[src/rtl/reg_bank_rd.sv]
// reg_bank_rd: DEPTH x WIDTH flop register bank with two independently selected,
// registered read ports, same-edge write-to-read bypass and an optional zero entry.
module reg_bank_rd #(
  parameter int WIDTH    = 16,
  parameter int DEPTH    = 16,
  parameter int AW       = 4,
  parameter int ZERO_REG = 0
) (
  input  logic             clk,
  input  logic             reset,
  input  logic             we,
  input  logic [AW-1:0]    waddr,
  input  logic [WIDTH-1:0] wdata,
  input  logic             rd_en,
  input  logic [AW-1:0]    sel_a,
  input  logic [AW-1:0]    sel_b,
  output logic [WIDTH-1:0] out_a,
  output logic [WIDTH-1:0] out_b,
  output logic             out_valid
);

  logic [WIDTH-1:0] mem_r [DEPTH];
  logic [DEPTH-1:0] wr_sel_s;
  logic             wr_ok_s;
  logic [WIDTH-1:0] rd_a_s;
  logic [WIDTH-1:0] rd_b_s;

  function automatic logic is_zero_entry(input logic [AW-1:0] addr);
    return (ZERO_REG != 0) && (addr == '0);
  endfunction

  // Selects with no matching entry fall through to zero; the bypass only fires
  // for writes that will actually land, so dropped writes are never forwarded.
  function automatic logic [WIDTH-1:0] port_value(input logic [AW-1:0] sel);
    logic [WIDTH-1:0] v;
    v = '0;
    for (int i = 0; i < DEPTH; i++) begin
      if (sel == AW'(i)) begin
        v = mem_r[i];
      end
    end
    if (wr_ok_s && (waddr == sel)) begin
      v = wdata;
    end
    if (is_zero_entry(sel)) begin
      v = '0;
    end
    return v;
  endfunction

  // Write decode: one-hot entry enable, empty for out-of-range or zero-entry writes
  always_comb begin
    wr_sel_s = '0;
    wr_ok_s  = 1'b0;
    for (int i = 0; i < DEPTH; i++) begin
      if (we && (waddr == AW'(i)) && !is_zero_entry(waddr)) begin
        wr_sel_s[i] = 1'b1;
        wr_ok_s     = 1'b1;
      end else begin
        wr_sel_s[i] = 1'b0;
      end
    end
  end

  // Read data presented to the output flops
  always_comb begin
    rd_a_s = port_value(sel_a);
    rd_b_s = port_value(sel_b);
  end

  // Storage array
  always_ff @(posedge clk or posedge reset) begin
    if (reset) begin
      for (int i = 0; i < DEPTH; i++) begin
        mem_r[i] <= '0;
      end
    end else begin
      for (int i = 0; i < DEPTH; i++) begin
        if (wr_sel_s[i]) begin
          mem_r[i] <= wdata;
        end
      end
    end
  end

  // Output stage: capture on rd_en, otherwise hold
  always_ff @(posedge clk or posedge reset) begin
    if (reset) begin
      out_a     <= '0;
      out_b     <= '0;
      out_valid <= 1'b0;
    end else begin
      out_valid <= rd_en;
      if (rd_en) begin
        out_a <= rd_a_s;
        out_b <= rd_b_s;
      end
    end
  end

endmodule

[config.mk]
export PLATFORM = sky130hd
export DESIGN_NAME = reg_bank_rd
export DESIGN_NICKNAME = d
export VERILOG_FILES = /design/src/rtl/reg_bank_rd.sv
export SDC_FILE = /design/constraint.sdc
export NUM_CORES = 1
export LEC_CHECK = 0
export BUFFER_PORTS_ARGS = -buffer_cell sky130_fd_sc_hd__buf_2
export CORE_UTILIZATION = 25
export DETAILED_ROUTE_END_ITERATION = 6
export GPL_TIMING_DRIVEN = 0
export PLACE_DENSITY = 0.37
export SLEW_MARGIN = 20
export SYNTH_ARGS = -nofsm -noshare
export SYNTH_HDL_FRONTEND = slang
export SYNTH_SLANG_ARGS = --single-unit
[constraint.sdc]
create_clock -name clk -period 12.2 [get_ports clk]
set_clock_uncertainty 0.05 [all_clocks]
set_input_delay 2.44 -clock clk [delete_from_list [all_inputs] [get_ports clk]]
set_output_delay 2.44 -clock clk [all_outputs]
set_load 0.05 [all_outputs]
==> run_results.csv <==
group,metric,value,unit
outcome,status,"finished, final reports clean",
hold_path,hold_end,"out_b[0]",
route,drtPass1Iterations,6,
timing,fin_crit_sh,40.78,%
clock_network,clk_pin_slew,60,ps
place,globalplace.congestion,0.9721,
floorplanning,core,64700,um^2
clock_network,postCtsHoldBufs,0,
global_route,grt_remaining_overflow,0,
clock_network,cts_tree,"done",
synthesis,yosys_register_bits,289,
critical_path,worstRegToRegCells,5,
critical_path,path_max_fanout,10,
critical_path,path_delay_family,"buffers and inverters",
place,dp_hpwl,59500,um
synthesis,synth_edf_count,0,
critical_path,regToRegSetupSlack,9930,ps
finish,n_fill_cell,6772,
finish,nNetsFinal,1580,
clock_network,cts.sinks,289,
critical_path,path_cells,"buf_2, buf_2, buf_2, buf_1, o22ai_1, a211oi_1, o22ai_1",
floorplanning,start_util,25.42,%
route,vias,13480,
timing,setup_viol,0,
synthesis,synth-async-reset-ratio,100.0,%
timing,maxSlewViolCount,0,
finish,drive_above_1_share,32.10,%
critical_path,endpoint_kind,"register",
synthesis,synth_top_family_by_area,"multiplexers",
global_route,grt_usage,24.63,%
global_route,grtUsageMet2,38.65,%
synthesis,synthSimpleGateAreaFrac,7.881,%
timing,worstMarginPinSlew,1170,ps
critical_path,reg2reg_to,"out_b[3]",
floorplanning,die_x,258.5,um
finish,final_common_cell,"dfrtp_1",
place,post-place-ws,6772,ps
global_route,grt_pass1_vias,13170,
hold_path,min_path_cells,1,
floorplanning,dieArea,66820,um^2
clock_network,ctsResizeCount,0,
place,portBuffers,54,
synthesis,ys.flop_type,"dfrtp_1",
hold_path,hp-start,"out_b[0]",
critical_path,cp_slowest_cell,"buf_1",
route,viasPerCell,5.545,
synthesis,syn_nets,1484,
synthesis,synth_warnings,0,
critical_path,critical_path.max_stage_delay,810,ps
route,routed_wl,82520,um
global_route,grt_max_degree,86,
synthesis,ys_types,68,
route,drt_iter0_drc,1558,
critical_path,arrival,5330,ps
critical_path,timing.rr.start,"mem_r[195]",
synthesis,synthXorXnorAreaFrac,0.4260,%
synthesis,synth_area,16450,um^2
synthesis,syn_avg_cell_area,11.33,um^2
timing,setup_ws,7225,ps
synthesis,ys_seq_area_share,43.97,%
timing,relSlewSlack,22.01,%
clock_network,htree_levels,2,
synthesis,synthMuxAreaShare,29.96,%
floorplanning,num_rows,93,
finish,mostFrequentLayoutCells,"dfrtp_1 (289), mux2_2 (253), buf_2 (110), nor2_1 (84), mux2i_1 (75)",
synthesis,synth_adder_area_share,0,%
clock_network,root_buffer,"clkbuf_16",
timing,finalCriticalPeriod,4975,ps
critical_path,worst_setup_path_start_kind,"input port",
critical_path,cp_num_buf_inv,4,
flow_run,maxCapViolCount,0,
critical_path,criticalPathCategory,"input port to register",
finish,area_delta_synth_final,16.41,%
synthesis,synthCells,1452,
place,dp_cells,2364,
global_route,gr-usage-met3,3.775,%
route,wl_per_cell,33.94,um
timing,rsz0062_at_grt,"false",
global_route,grt_pass1_wl,114100,um
floorplanning,die_y,258.5,um
power,p_per_area,175.6,nW/um^2
critical_path,cp.required,12560,ps
global_route,busiest_layer,"met2",
global_route,antenna_found_initial,0,
synthesis,synth-compound-area-share,12.91,%
clock_network,clock_latency,570,ps
global_route,grtUsageMet1,34.55,%
hold_path,hold_class,"register to register",
power,ir_worst_vdd,0.07171,mV
finish,instances_no_fill,2431,
route,drc,0,
clock_network,post-cts-setup-buffers,0,
finish,final_core_util,29.60,%
floorplanning,io_pins,65,
route,ant_nets,0,
timing,max_freq,201.0,MHz
clock_network,cts_buffers,37,
critical_path,cp_common_cell,"buf_2",
clock_network,clockBufferDepth,3,
timing,tns,0,ps
power,leakage,7.960,nW
timing,hold_viol,0,
==> routing by layer <==
| metal | routed length (um) | vias to the layer above |
|---|---|---|
| li1 | - | 5621 |
| met1 | 37280 | 7095 |
| met2 | 37370 | 629 |
| met3 | 5049 | 134 |
| met4 | 2822 | 0 |
| met5 | 0 | - |
==> synth_stat cells (19+ instances only) <==
cell type | instances | share of area (%)
clkbuf_1 | 52 | 1.2
nand2b_1 | 22 | 0.84
nand3_1 | 34 | 1.0
o21ai_0 | 67 | 2.0
mux4_2 | 46 | 6.3
buf_4 | 19 | 0.87
a21oi_1 | 66 | 2.0
buf_2 | 56 | 1.7
mux2i_1 | 75 | 4.6
mux2_2 | 253 | 17
inv_1 | 23 | 0.52
a31oi_1 | 20 | 0.76
nor2_1 | 85 | 1.9
mux2_1 | 26 | 1.8
o2111ai_1 | 26 | 1.4
dfrtp_1 | 289 | 44
o22ai_1 | 30 | 1.1
nand2_1 | 61 | 1.4
==> worst max path at each step <==
| stage | startpoint | end | slack (ps) | cells after the start |
|---|---|---|---|---|
| 5_1_grt | sel_b[2] | out_b[13] | 7260 | 7 |
| 3_3_place_gp | reset | out_a[7] | -2820 | 2 |
| 3_5_place_dp | sel_b[2] | out_b[11] | 6770 | 7 |
| 6_report | sel_b[2] | out_b[13] | 7230 | 7 |
| 4_1_cts | sel_b[2] | out_b[11] | 7370 | 7 |
| 2_1_floorplan | reset | mem_r[0] | 1730 | 1 |
==> state kept, by name (all words and copies together) (netlist names) <==
signal     cells
out_a         16
out_b         16
out_valid      1
mem_r        256
==> cell families (layout without fill, tap and decap cells) <==
| group | Yosys count | in the layout |
|---|---|---|
| and+or+nand+nor | 267 | 267 |
| AOI/OAI and AO/OA | 325 | 325 |
| muxes | 400 | 400 |
| DFF | 289 | 289 |
| other | 0 | 3 |
| buffers and inverters | 163 | 284 |
| xor gates and xnor gates | 8 | 8 |
==> layout make-up <==
class,instances,area (um^2),area share [%]
Multi-Input combinational cell,1000,8421,43.98
Sequential cell,289,7232,37.77
Tap cell,855,1070,5.587
Clock buffer,49,1031,5.385
Buffer,137,700.7,3.659
Timing Repair Buffer,57,352.8,1.843
Clock inverter,15,227.7,1.189
Inverter,26,105.1,0.5489
Antenna cell,3,7.507,0.03921
==> power by group <==
group	switching (mW)	internal [mW]	total [mW]	leakage, nW
sequential	0.201	1.18	1.38	3.55
clock	0.463	0.719	1.18	0.622
combinational	0.452	0.353	0.805	3.79
==> metrics by stage <==
stage,hold WS (ps),instance area (um^2),power [mW]
2_1_floorplan,425.8,16450,1.859
3_3_place_gp,409.1,17790,2.165
3_5_place_dp,417.0,17880,2.179
4_1_cts,432.8,19140,3.374
5_1_grt,454.7,19140,3.486
6_report,433.4,19150,3.363
Power figures use the tool's default switching activity.
